$ cat config.mk
export PLATFORM = sky130hd
export DESIGN_NAME = tenthirty_multi
export DESIGN_NICKNAME = d
export VERILOG_FILES = /design/src/rtl/tenthirty_multi.sv
export SDC_FILE = /design/constraint.sdc
export NUM_CORES = 1
export LEC_CHECK = 0
export BUFFER_PORTS_ARGS = -buffer_cell sky130_fd_sc_hd__buf_2
export CORE_UTILIZATION = 42
export DETAILED_ROUTE_END_ITERATION = 7
export SKIP_LAST_GASP = 1
export SLEW_MARGIN = 30
export SYNTH_ARGS = -nofsm -noshare
export SYNTH_HDL_FRONTEND = slang
export SYNTH_SLANG_ARGS = --single-unit
$ cat constraint.sdc
create_clock -name clk -period 10.1 [get_ports clk]
set_clock_uncertainty 0.2 [all_clocks]
set_input_delay 1.01 -clock clk [delete_from_list [all_inputs] [get_ports clk]]
set_output_delay 1.01 -clock clk [all_outputs]
set_load 0.01 [all_outputs]
$ cat src/rtl/tenthirty_multi.sv
// tenthirty_multi: ten-and-a-half game engine for N players plus an automatic
// dealer. Scores are in half-points; cards arrive over a req/vld handshake.
module tenthirty_multi #(
  parameter int N_PLAYERS         = 2,
  parameter int MAX_CARDS         = 5,
  parameter int TARGET_HALF       = 21,
  parameter int DEALER_STAND_HALF = 14
) (
  input  logic                     clk,
  input  logic                     rst,
  input  logic                     btn_m,
  input  logic                     btn_r,
  output logic                     card_req,
  input  logic                     card_vld,
  input  logic [3:0]               card_val,
  output logic                     card_err,
  output logic [2:0]               phase,
  output logic [1:0]               cur_player,
  output logic [N_PLAYERS*7-1:0]   player_score,
  output logic [6:0]               dealer_score,
  output logic [N_PLAYERS*3-1:0]   player_cnt,
  output logic [N_PLAYERS-1:0]     bust,
  output logic                     dealer_bust,
  output logic [N_PLAYERS-1:0]     win,
  output logic                     round_done
);

  typedef enum logic [2:0] {
    S_IDLE   = 3'd0,
    S_DEAL   = 3'd1,
    S_PLAY   = 3'd2,
    S_DRAW   = 3'd3,
    S_CHECK  = 3'd4,
    S_DEALER = 3'd5,
    S_RESULT = 3'd6
  } phase_e;

  localparam logic [6:0] TARGET    = 7'(TARGET_HALF);
  localparam logic [6:0] STAND     = 7'(DEALER_STAND_HALF);
  localparam logic [2:0] MAXC      = 3'(MAX_CARDS);
  localparam logic [1:0] LAST      = 2'(N_PLAYERS - 1);
  localparam logic [2:0] DEAL_LAST = 3'(N_PLAYERS);   // deal index of the dealer

  // Ranks 1..13 are playable; anything else is discarded with card_err.
  function automatic logic card_ok(input logic [3:0] v);
    return (v >= 4'd1) && (v <= 4'd13);
  endfunction

  // Half-point value: pips count double, face cards count one half-point.
  function automatic logic [6:0] card_half(input logic [3:0] v);
    logic [6:0] h;
    if (v >= 4'd11) begin
      h = 7'd1;
    end else begin
      h = {2'b00, v, 1'b0};
    end
    return h;
  endfunction

  phase_e                      phase_q, phase_d;
  logic [1:0]                  cur_q, cur_d;
  logic [2:0]                  deal_idx_q, deal_idx_d;
  logic [N_PLAYERS-1:0][6:0]   score_q, score_d;
  logic [N_PLAYERS-1:0][2:0]   cnt_q, cnt_d;
  logic [N_PLAYERS-1:0]        bust_q, bust_d;
  logic [6:0]                  dscore_q, dscore_d;
  logic                        dbust_q, dbust_d;
  logic [N_PLAYERS-1:0]        win_q, win_d;
  logic                        req_q, req_d;
  logic                        err_q, err_d;
  logic                        done_q, done_d;
  logic                        btn_m_q, btn_m_d;
  logic                        btn_r_q, btn_r_d;

  logic                        edge_m_s, edge_r_s, acc_s, ok_s;
  logic [6:0]                  half_s, cur_score_s;
  logic [2:0]                  cur_cnt_s;
  logic                        advance_s, clear_s;

  assign edge_m_s = btn_m & ~btn_m_q;
  assign edge_r_s = btn_r & ~btn_r_q;
  assign acc_s    = req_q & card_vld;
  assign ok_s     = card_ok(card_val);
  assign half_s   = card_half(card_val);

  // Select the score and card count of the player currently acting.
  always_comb begin
    cur_score_s = 7'd0;
    cur_cnt_s   = 3'd0;
    for (int i = 0; i < N_PLAYERS; i++) begin
      cur_score_s = (cur_q == 2'(i)) ? score_q[i] : cur_score_s;
      cur_cnt_s   = (cur_q == 2'(i)) ? cnt_q[i]   : cur_cnt_s;
    end
  end

  // Next-state, card handshake and scoring logic for the round FSM.
  always_comb begin
    phase_d    = phase_q;
    cur_d      = cur_q;
    deal_idx_d = deal_idx_q;
    score_d    = score_q;
    cnt_d      = cnt_q;
    bust_d     = bust_q;
    dscore_d   = dscore_q;
    dbust_d    = dbust_q;
    win_d      = win_q;
    req_d      = req_q;
    err_d      = acc_s & ~ok_s;
    done_d     = 1'b0;
    btn_m_d    = btn_m;
    btn_r_d    = btn_r;
    advance_s  = 1'b0;
    clear_s    = 1'b0;

    case (phase_q)
      S_IDLE: begin
        req_d = 1'b0;
        if (edge_m_s) begin
          clear_s = 1'b1;
        end else begin
          clear_s = 1'b0;
        end
      end
      S_DEAL: begin
        if (req_q) begin
          if (acc_s) begin
            req_d = 1'b0;
            if (ok_s) begin
              if (deal_idx_q == DEAL_LAST) begin
                dscore_d   = half_s;
                phase_d    = S_PLAY;
                cur_d      = 2'd0;
                deal_idx_d = 3'd0;
              end else begin
                for (int i = 0; i < N_PLAYERS; i++) begin
                  if (deal_idx_q == 3'(i)) begin
                    score_d[i] = half_s;
                    cnt_d[i]   = 3'd1;
                  end else begin
                    score_d[i] = score_d[i];
                  end
                end
                deal_idx_d = deal_idx_q + 3'd1;
              end
            end else begin
              // Invalid rank: same recipient asks again after the drop cycle.
              deal_idx_d = deal_idx_q;
            end
          end else begin
            req_d = 1'b1;
          end
        end else begin
          req_d = 1'b1;
        end
      end
      S_PLAY: begin
        req_d = 1'b0;
        if (edge_r_s) begin
          // Stand takes priority over a simultaneous hit.
          advance_s = 1'b1;
        end else if (edge_m_s) begin
          phase_d = S_DRAW;
          req_d   = 1'b1;
        end else begin
          phase_d = S_PLAY;
        end
      end
      S_DRAW: begin
        if (req_q) begin
          if (acc_s) begin
            req_d = 1'b0;
            if (ok_s) begin
              for (int i = 0; i < N_PLAYERS; i++) begin
                if (cur_q == 2'(i)) begin
                  score_d[i] = score_q[i] + half_s;
                  cnt_d[i]   = cnt_q[i] + 3'd1;
                end else begin
                  score_d[i] = score_d[i];
                end
              end
              phase_d = S_CHECK;
            end else begin
              phase_d = S_DRAW;
            end
          end else begin
            req_d = 1'b1;
          end
        end else begin
          req_d = 1'b1;
        end
      end
      S_CHECK: begin
        if (cur_score_s > TARGET) begin
          for (int i = 0; i < N_PLAYERS; i++) begin
            if (cur_q == 2'(i)) begin
              bust_d[i] = 1'b1;
            end else begin
              bust_d[i] = bust_d[i];
            end
          end
          advance_s = 1'b1;
        end else if ((cur_score_s == TARGET) || (cur_cnt_s == MAXC)) begin
          advance_s = 1'b1;
        end else begin
          phase_d = S_PLAY;
        end
      end
      S_DEALER: begin
        if (req_q) begin
          if (acc_s) begin
            req_d = 1'b0;
            if (ok_s) begin
              dscore_d = dscore_q + half_s;
            end else begin
              dscore_d = dscore_q;
            end
          end else begin
            req_d = 1'b1;
          end
        end else if (dscore_q > TARGET) begin
          dbust_d = 1'b1;
          phase_d = S_RESULT;
        end else if (dscore_q < STAND) begin
          req_d = 1'b1;
        end else begin
          phase_d = S_RESULT;
        end
      end
      S_RESULT: begin
        req_d = 1'b0;
        if (edge_m_s) begin
          clear_s = 1'b1;
        end else begin
          clear_s = 1'b0;
        end
      end
      default: begin
        phase_d = S_IDLE;
        req_d   = 1'b0;
      end
    endcase

    // Hand control to the next player, the dealer, or straight to the result.
    if (advance_s) begin
      if (cur_q == LAST) begin
        if (&bust_d) begin
          phase_d = S_RESULT;
        end else begin
          phase_d = S_DEALER;
        end
      end else begin
        cur_d   = cur_q + 2'd1;
        phase_d = S_PLAY;
      end
    end else begin
      cur_d = cur_d;
    end

    // New round: wipe the table and start dealing immediately.
    if (clear_s) begin
      score_d    = {N_PLAYERS{7'd0}};
      cnt_d      = {N_PLAYERS{3'd0}};
      bust_d     = {N_PLAYERS{1'b0}};
      win_d      = {N_PLAYERS{1'b0}};
      dscore_d   = 7'd0;
      dbust_d    = 1'b0;
      cur_d      = 2'd0;
      deal_idx_d = 3'd0;
      phase_d    = S_DEAL;
      req_d      = 1'b1;
    end else begin
      deal_idx_d = deal_idx_d;
    end

    // Winners are decided once, on entry to RESULT, then held.
    if ((phase_d == S_RESULT) && (phase_q != S_RESULT)) begin
      done_d = 1'b1;
      for (int i = 0; i < N_PLAYERS; i++) begin
        win_d[i] = ~bust_d[i] &&
                   ((cnt_d[i] == MAXC) || dbust_d || (score_d[i] > dscore_d));
      end
    end else begin
      done_d = 1'b0;
    end
  end

  // State register with synchronous reset.
  always_ff @(posedge clk) begin
    if (rst) begin
      phase_q    <= S_IDLE;
      cur_q      <= 2'd0;
      deal_idx_q <= 3'd0;
      score_q    <= {N_PLAYERS{7'd0}};
      cnt_q      <= {N_PLAYERS{3'd0}};
      bust_q     <= {N_PLAYERS{1'b0}};
      dscore_q   <= 7'd0;
      dbust_q    <= 1'b0;
      win_q      <= {N_PLAYERS{1'b0}};
      req_q      <= 1'b0;
      err_q      <= 1'b0;
      done_q     <= 1'b0;
      btn_m_q    <= 1'b0;
      btn_r_q    <= 1'b0;
    end else begin
      phase_q    <= phase_d;
      cur_q      <= cur_d;
      deal_idx_q <= deal_idx_d;
      score_q    <= score_d;
      cnt_q      <= cnt_d;
      bust_q     <= bust_d;
      dscore_q   <= dscore_d;
      dbust_q    <= dbust_d;
      win_q      <= win_d;
      req_q      <= req_d;
      err_q      <= err_d;
      done_q     <= done_d;
      btn_m_q    <= btn_m_d;
      btn_r_q    <= btn_r_d;
    end
  end

  assign phase        = phase_q;
  assign cur_player   = cur_q;
  assign player_score = score_q;
  assign dealer_score = dscore_q;
  assign player_cnt   = cnt_q;
  assign bust         = bust_q;
  assign dealer_bust  = dbust_q;
  assign win          = win_q;
  assign card_req     = req_q;
  assign card_err     = err_q;
  assign round_done   = done_q;

endmodule

==> results of run 1 <==
layout by cell type, fill, tap and decap left out, drive strengths merged, types with 3 or more instances in the layout:
cell type  instances
mux2i              9
nand4              3
o221ai             6
and3               5
nor2b             10
o22ai              6
and2              15
nor2              71
nand3             19
dfxtp             45
nor3b              3
a211oi            13
or3               10
o31ai              6
inv               13
o211ai             3
nand2             34
nand2b             6
nor4               8
clkbuf             7
a21oi             37
nor3              17
a211o              3
a31oi             19
buf               55
xnor2              7
a2111oi            4
o21a               8
o21ai             28
ha                29
a22oi              3
xor2               5
or2                3
cell families after synthesis:
family / Yosys count / share of synthesized area (%)
muxes: 11 / 2.88
AOI/OAI and AO/OA: 160 / 27.5
and+or+nand+nor: 214 / 28.8
adders and majority gates: 29 / 9.29
DFF: 45 / 23.1
buffers and inverters: 47 / 5.83
xor gates and xnor gates: 12 / 2.69
cell usage after synthesis, drive strengths merged, types with 4 or more instances:
master   number
a2111oi       4
a211oi       13
a21oi        37
a31oi        19
and2         15
and3          5
buf          14
clkbuf       20
dfxtp        45
ha           29
inv          13
mux2i         9
nand2        34
nand2b        6
nand3        19
nor2         71
nor2b        10
nor3         17
nor4          8
o21a          8
o21ai        28
o221ai        6
o22ai         6
o31ai         6
or3          10
xnor2         7
xor2          5
layout make-up:
class	instances	area (sq um)	share of cell area (%)
Sequential cell	45	901	21.1
Multi-Input combinational cell	426	2780	65.1
Tap cell	108	135	3.16
Clock buffer	7	86.3	2.02
Inverter	13	48.8	1.14
Clock inverter	1	30.0	0.702
Timing Repair Buffer	55	293	6.84
power breakdown:
group,internal (mW),switching [mW]
logic,0.0255,0.0556
registers,0.180,0.00517
clock network,0.0807,0.0616
path summary, 6_finish.rpt:
check,end,slack [ps],cells after the start
max,win[1],5080,15
min reg2reg,dealer_bust,300,1
min,dealer_bust,300,1
max reg2reg,win[1],6080,13
flip-flops by register name, indices dropped and copies added (netlist names):
signal / flops
cur_player: 2
win: 2
btn_r_q: 1
card_err: 1
card_req: 1
bust: 2
round_done: 1
player_score: 14
phase: 3
dealer_score: 7
player_cnt: 6
btn_m_q: 1
deal_idx_q: 3
dealer_bust: 1
worst register-to-register path, cell delays in order, from the launching register on:
cell and delay [ps]:
sky130_fd_sc_hd__dfxtp_1 650, sky130_fd_sc_hd__nor2b_1 300, sky130_fd_sc_hd__nand4_1 420, sky130_fd_sc_hd__a21oi_1 360, sky130_fd_sc_hd__o22a_1 210, sky130_fd_sc_hd__nor2_1 60, sky130_fd_sc_hd__ha_1 320, sky130_fd_sc_hd__nor2b_1 130
sky130_fd_sc_hd__o21a_1 160, sky130_fd_sc_hd__o21a_1 160, sky130_fd_sc_hd__o21a_1 160, sky130_fd_sc_hd__a2111oi_0 330, sky130_fd_sc_hd__o221ai_1 200, sky130_fd_sc_hd__a31o_2 250
metal layers:
layer,global-route usage (%),routed length (um),up-vias
li1,-,-,1982
met1,36.0,5720,1944
met2,42.4,5680,180
met3,4.11,961,27
met4,10.3,338,0
met5,0,0,-
==> metrics list, run 1 <==
- Deepest level of the CTS H-tree: 2
- Reported leakage power: 1.69 nW
- The worst setup path is of the in -> reg kind.
- The number of buffers and inverters on the critical path is 1.
- Maximum number of pins on one net before global-route repair: 35
- The count of final hold-check violations was 0.
- Die Area: about 9700 sq um
* Critical Path Source: card_val[0]
- Pins over their slew limit: 0
* Relative slew slack: 52.0%
- Design area: around 4300 sq um
* Type of origin of the critical path: input pin
* Max rail drop VDD: about 0.064 mV
- Cell area power density: around 95 nW/um^2
- The tightest min-delay check is of the reg -> reg type.
- Unique masters post-synth: 73
* Post-DR vias/cell: approximately 6.3
- between 40 and 50 I/O pins were placed.
- Critical path capture point type: flip-flop
* Antenna cells: 0
* Overall routed net length: 12700 um
* Worst-path cell with the longest stage delay: sky130_fd_sc_hd__nor2b_1
- I/O Buffers: 48
- In this run the worst path has a maximum fanout of 17.
- Clock-pin slew was measured on the worst setup and hold paths at approximately 80 ps.
- Once detail routing completed, the nets flagged for antenna violations numbered 0.
- In this run the cell area of the synthesized design comes to between 3000 and 4000 sq um.
- The floorplan step set the die height to between 90 and 100 um.
* Count of instances resized after the clock tree is built: 0
- Power comes to between 0.4 and 0.5 mW.
- After filler insertion, the fill cell instance count of the layout stands at between 900 and 1000.
* First-pass GRT wire length: around 20000 um
- Detail-routed net length per standard cell: approximately 19 um
* Count of placed standard cells including taps: 647
- In the synthesized netlist the dominant register cell turns out to be sky130_fd_sc_hd__dfxtp_1.
- Cells fill between 40% and 50% of the core in the end.
* Synthesis-stage register bit count: 45
- Before antenna repair, the detailed router went through 7 iterations.
- The startpoint identified for the worst register-to-register timing path is cur_player[0].
- For the worst-skew pair, the clock arrives at the later sink with an insertion delay of 300 ps.
- Total of warnings raised by yosys: 0
- Longest individual stage delay on the worst path: a little over 500 ps
* Post-route worst hold slack: a little under 300 ps
- Final critical path time including I/O delays and setup: roughly 5000 ps
- The clock drives 45 sinks.
* Placed wire-length estimate after detailed placement: 9610 um
* Fraction of layout instances using a drive strength above 1: 14.8%
- CP cell instances: buf_2 > a21oi_1 > nor2b_1 > nor2b_1 > ha_1 > o21ai_0 > a21oi_1 > o311ai_0 > mux2_2 > a22oi_1 > nor2_1 > ha_1 > a2111oi_0 > o221ai_1 > a31o_2
* Clock root cell: sky130_fd_sc_hd__clkbuf_8
- Hold Buf Count CTS: 0
* Post-Synthesis Mean Instance Area: 7.54 sq um
- Number of vias after detailed routing: roughly 4100
- Of all flip-flops after synthesis, the portion carrying an async set or reset was 0%.
- Setup_tns: 0 ps
- Via count of the first global-routing pass: 3776
- Final-stage net count: approximately 600
- The total area inside the core boundary comes to roughly 8800 sq um.
- Area growth from synthesis to layout: 9.48%
- For this run, the register share of the synthesized area comes to between 20% and 30%.
- Routability Congestion: approximately 0.90
* Synthesized Nets: about 560
- Global routing finished with a remaining overflow of 0.
- At the pin with the least slew margin, the transition time is 714 ps.
* Number of core rows: 34
* Status: finished clean
- Required arrival time at the worst endpoint: between 10000 and 15000 ps
- The largest total area in the synthesized netlist belongs to sky130_fd_sc_hd__dfxtp_1.
* Cell Count, Final, Fillers Out: approximately 660
* Unrepaired setup endpoints after global routing: no
- Detailed-route DRC error count: 0
- Bufs on Longest Clock Path: 2
- GR Util All Layers: around a quarter
- Critical path data arrival time: approximately 5000 ps
* Cell area reported after detailed placement: around 4200 sq um
- Buffers inserted during clock tree synthesis total 5.
- The startpoint identified for the worst hold timing path is dealer_bust.
- The initial antenna violation count came to 0.
* Die outline width: about 98 um
* Max-cap check violation count: 0
- Final Worst Setup Slack: 5080 ps
- Number of failing setup endpoints in the final timing report: 0
- Yosys mapped a number of flops with a built-in enable equal to 0.
- Crit share post-route: between 40 and 50%
- Clock tree from TritonCTS: done
* Cell count after synthesis: a little over 500
- Setup Slack @ Placement: 4840 ps
- In this run the biggest area consumer among cell types represents between 20% and 30% of the synthesized area.
- Number of DRC markers in iteration 0: 236
- Initial Utilization: roughly 44%
- Ranking of synthesized cells by area: sky130_fd_sc_hd__dfxtp_1 23%, sky130_fd_sc_hd__ha_1 9.3%, sky130_fd_sc_hd__nor2_1 6.7%, sky130_fd_sc_hd__a21oi_1 4.7%, sky130_fd_sc_hd__nand2_1 3.3%
- For this run, the top clock speed supported by timing is between 150 and 200 MHz.
* Cell type group with the largest total delay on the critical path: compound AO/OA/AOI/OAI gates
* Setup Fix Bufs, Post-CTS: 0
Note: power is estimated with default switching activity, not from simulation.
==> run 2, diff against run 1 <==
ABC_AREA = 1   (was unset)
clock period = 4.7 ns   (was 10.1 ns; I/O delays follow)
==> metrics list, run 2 <==
- Fraction of layout instances using a drive strength above 1: 15.1% (was 14.8%)
- The number of maximum-capacitance constraint violations is 0 (unchanged).
- The total routed wirelength is 13200 um (was 12700 um).
- Number of failing setup endpoints in the final timing report: 0 (unchanged)
- The initial core utilization is 43.7% (was 44.2%).
- Most common library cell in the layout ignoring fill and taps: sky130_fd_sc_hd__nand2_1 (was sky130_fd_sc_hd__nor2_1)
* CP max FO: 10 (was 17)
- Antenna cells: 0 (unchanged)
* Count of placed standard cells including taps: 836 (was 647)
- CP cell instances: nand2_1 > inv_1 > nand3_4 > inv_2 > a21oi_1 > nor2_1 > o21ai_0 > inv_1 > o21ai_0 > ha_1 > nand2_1 > nor2_1 > a211oi_1 > o211ai_1 > nand2_1 > nand2_1 > a21oi_1 > nor2_1 > nand2_1 > a21oi_1 (was buf_2 > a21oi_1 > nor2b_1 > nor2b_1 > ha_1 > o21ai_0 > a21oi_1 > o311ai_0 > mux2_2 > a22oi_1 > nor2_1 > ha_1 > a2111oi_0 > o221ai_1 > a31o_2)
- The placeable core region is 9330 sq um (was 8850 sq um).
- Proportion of register bits with asynchronous set or reset after synthesis: 0% (unchanged)
- Pins over their slew limit: 0 (unchanged)
- Initial antenna violation count: 0 (unchanged)
- The count of input and output buffers is 48 (unchanged).
- The area added between synthesis and finish was 11.9% (was 9.48%).
- Max frequency: 278 MHz
- Post-DR vias/cell: 5.36 (was 6.31)
* Number of vias after detailed routing: 4527 (was 4133)
- The post-detailed-route wirelength per cell came to 15.6 um (was 19.4 um).
- The number of nets in the layout is 752 (was 584).
- Flip-flop count of the largest register, all copies and words added: 14 (unchanged)
- Relative contribution of combinational cells to total power: 30.6% (was 19.9%)
- The total DRC errors in the routed layout came to 0 (unchanged).
- Area leader, netlist: sky130_fd_sc_hd__dfxtp_1 (unchanged)
- Critical path data arrival time: 3560 ps (was 5020 ps)
- The most numerous cell in the Yosys netlist was sky130_fd_sc_hd__nand2_1 (was sky130_fd_sc_hd__nor2_1).
* Unique masters post-synth: 45 (was 73)
* Final critical path time including I/O delays and setup: 3600 ps
* Most used flip-flop cell after synthesis: sky130_fd_sc_hd__dfxtp_1 (unchanged)
- Most used cells in the layout excluding fill and tap cells: 165 x sky130_fd_sc_hd__nand2_1, 92 x sky130_fd_sc_hd__inv_1, 84 x sky130_fd_sc_hd__nor2_1 (was 70 x sky130_fd_sc_hd__nor2_1, 48 x sky130_fd_sc_hd__buf_2, 45 x sky130_fd_sc_hd__dfxtp_1).
- The most numerous cell type found on the critical path is sky130_fd_sc_hd__nand2_1.
- Status: finished clean (unchanged).
* Ranking of synthesized cells by area: sky130_fd_sc_hd__dfxtp_1 22%, sky130_fd_sc_hd__nand2_1 15%, sky130_fd_sc_hd__ha_1 8.9%, sky130_fd_sc_hd__inv_1 8.5%, sky130_fd_sc_hd__nor2_1 7.7% (was sky130_fd_sc_hd__dfxtp_1 23%, sky130_fd_sc_hd__ha_1 9.3%, sky130_fd_sc_hd__nor2_1 6.7%, sky130_fd_sc_hd__a21oi_1 4.7%, sky130_fd_sc_hd__nand2_1 3.3%)
* Post-route worst hold slack: 180 ps (was 298 ps)
- The clock edge transition at the registers on the reported setup and hold paths was 80 ps (about the same).
- CTS buffer count: 5 (unchanged)
- The remaining global-route overflow came to 0 (unchanged).
- The number of violations reported at the end of detailed-routing iteration 0 came to 329 (was 236).
- Switching power share of the total: 35.7% (was 30.0%)
- Deepest level of the CTS H-tree: 2 (unchanged)
- The number of hold-repair buffers added at the cts stage was 0 (unchanged).
* Internal power summed over all cells: 0.683 mW (was 0.286 mW)
* Cell Count, Final, Fillers Out: 844 (was 655)
* Cell count after synthesis: 668 (was 518)
* Cell area power density: 233 nW/um^2 (was 95.5 nW/um^2)
- Commonest cells in the netlist: 165 x sky130_fd_sc_hd__nand2_1, 92 x sky130_fd_sc_hd__inv_1, 84 x sky130_fd_sc_hd__nor2_1 (was 70 x sky130_fd_sc_hd__nor2_1, 45 x sky130_fd_sc_hd__dfxtp_1, 37 x sky130_fd_sc_hd__a21oi_1).
* Type of origin of the critical path: flip-flop (was input pin)
- The floorplan die area is 10100 sq um (was 9690 sq um).
* Kind of critical path: reg -> reg (was in -> reg)
- The pin count of the biggest net entering global routing was 38 (was 35).
* Num ports: 49 (unchanged)
- The clock network fraction of total power is 29.9% (was 34.8%).
* Synthesized Nets: 706 (was 556)
- The remaining antenna violation count is 0 (unchanged).
* Number of core rows: 35 (was 34)
- The total non-filler cell area in the finished layout came to 4560 sq um (was 4280 sq um).
- Vertical die dimension: 101 um (was 98.5 um)
* Synthesis-stage register bit count: 45 (unchanged)
- Count of instances resized after the clock tree is built: 0 (unchanged)
* Sequential Power Share: 39.5% (was 45.3%)
- Cell area reported after detailed placement: 4450 sq um (was 4160 sq um)
- Sequential cell area in the final layout: 901 sq um (unchanged)
- CTS Sinks: 45 (unchanged)
- The setup slack of the most critical reg-to-reg path was 1100 ps (was 6080 ps).
* Placed wire-length estimate after detailed placement: 10200 um (was 9610 um)
- Post-Syn Area: 4080 sq um (was 3910 sq um)
- Final core area utilization: 48.9% (was 48.3%)
- Max rail drop VDD: 0.136 mV (was 0.0643 mV)
* Crit share post-route: ~77%
- Clock root cell: sky130_fd_sc_hd__clkbuf_8 (unchanged)
- Clk Latency, worst-skew pair: 310 ps (was 300 ps)
- Count of flip-flops with a built-in enable after synthesis: 0 (unchanged)
* First-pass GRT wire length: 21300 um (was 20200 um)
- Unrepaired setup endpoints after global routing: no (unchanged)
- Fraction of post-synthesis cell area in the top cell type by area: 22.1% (was 23.1%)
- Fill cell instance count of the final layout: 1008 (was 914)
- The count of final hold-check violations was 0 (unchanged).
- The post-synthesis average cell area came to 6.11 sq um (was 7.54 sq um).
- The count of synthesis-stage warnings from yosys came to 0 (unchanged).
- The share of the yosys chip area belonging to registers was 22.1% (was 23.1%).
* Drt first pass iters: 5 (was 7)
- The via count of the first global-routing pass is 4111 (was 3776).
- The all-layer global routing usage is 27.1% (was 26.5%).
* Routability Congestion: 0.912 (was 0.898)
- The worst stage delay on the critical path came to 420 ps (was 510 ps).
* Worst-path cell with the longest stage delay: sky130_fd_sc_hd__o21ai_0 (was sky130_fd_sc_hd__nor2b_1)
* Clock tree from TritonCTS: done (unchanged)
* Die outline width: 101 um (was 98.5 um)
- Net switching power figure: 0.379 mW (was 0.122 mW)
- The setup TNS was 0 ps (unchanged).
* Bufs on Longest Clock Path: 2 (unchanged)
* Measured slew at the worst slew-check pin: 776 ps (was 714 ps)
- Reported leakage power: 2.34 nW (was 1.69 nW)
* Critical path capture point type: flip-flop (unchanged)
- The area of the multi-input gates came to 2700 sq um (was 2780 sq um).
- Setup Fix Bufs, Post-CTS: 0 (unchanged)
- The required time reported for the critical path endpoint came to 4650 ps (was 10100 ps).
* Class of the most critical hold timing path: in -> reg (was reg -> reg)
* Relative slew slack: 48.3% (was 52.0%)
run 2: changes by cell type after synthesis, sizes merged, moves of 12 or more:
| cell | previous run | this run |
|---|---|---|
| nand2 | 34 | 172 |
| nand3 | 19 | 54 |
| nor2 | 71 | 97 |
| o21ai | 28 | 46 |
| inv | 13 | 104 |
| clkbuf | 20 | 8 |
| and2 | 15 | 0 |
| a31oi | 19 | 2 |
run 2: per-stage QoR:
step                      total power, mW  worst slack [ps]
after global routing                 1.13               681
after detailed placement            0.748               847
after CTS                            1.07              1100
after floorplan                     0.654              1520
final                                1.06              1100
after global placement              0.745               867
run 2: final timing paths:
path	endpoint	depth (start not counted)	startpoint
max	win[0]	20	card_req
min	btn_r_q	3	btn_r
max reg2reg	win[0]	20	card_req
min reg2reg	win[0]	2	win[0]
run 2: metal layers:
layer  vias to the layer above  global-route usage, %  share of wire [%]
li1                       2266                      -                  -
met1                      2071                   37.3                 47
met2                       172                   43.8                 45
met3                        18                   3.74                7.1
met4                         0                   8.47                1.5
met5                         -                      0                  0
run 2: power by group through the flow:
| stage | combinational (mW) | clock, mW | sequential [mW] |
|---|---|---|---|
| finish | 0.325 | 0.318 | 0.419 |
| global route | 0.370 | 0.339 | 0.422 |
| CTS | 0.322 | 0.329 | 0.419 |
| detailed placement | 0.320 | 0 | 0.428 |
| global placement | 0.317 | 0 | 0.428 |
| floorplan | 0.226 | 0 | 0.429 |
run 2: layout make-up:
| type | instances | area share [%] |
|---|---|---|
| Sequential cell | 45 | 19.7 |
| Tap cell | 129 | 3.54 |
| Multi-Input combinational cell | 502 | 59.1 |
| Clock buffer | 7 | 1.89 |
| Clock inverter | 1 | 0.658 |
| Inverter | 105 | 8.66 |
| Timing Repair Buffer | 55 | 6.41 |
run 2: cells by family after synthesis:
| family | Yosys count | synth area share, % |
|---|---|---|
| adder cells (fa/ha/maj) | 29 | 8.90 |
| flip-flops | 45 | 22.1 |
| buffers and inverters | 121 | 11.8 |
| XOR/XNOR | 6 | 1.29 |
| AND/OR/NAND/NOR | 344 | 38.2 |
| AO/OA/AOI/OAI | 123 | 17.8 |
run 2: critical path, delay by kind of cell (launching register included):
kind | cells | cell delay, ps
adder cells (fa/ha/maj) | 1 | 320
flip-flops | 1 | 330
AO/OA/AOI/OAI | 7 | 1350
AND/OR/NAND/NOR | 9 | 860
buffers and inverters | 3 | 390
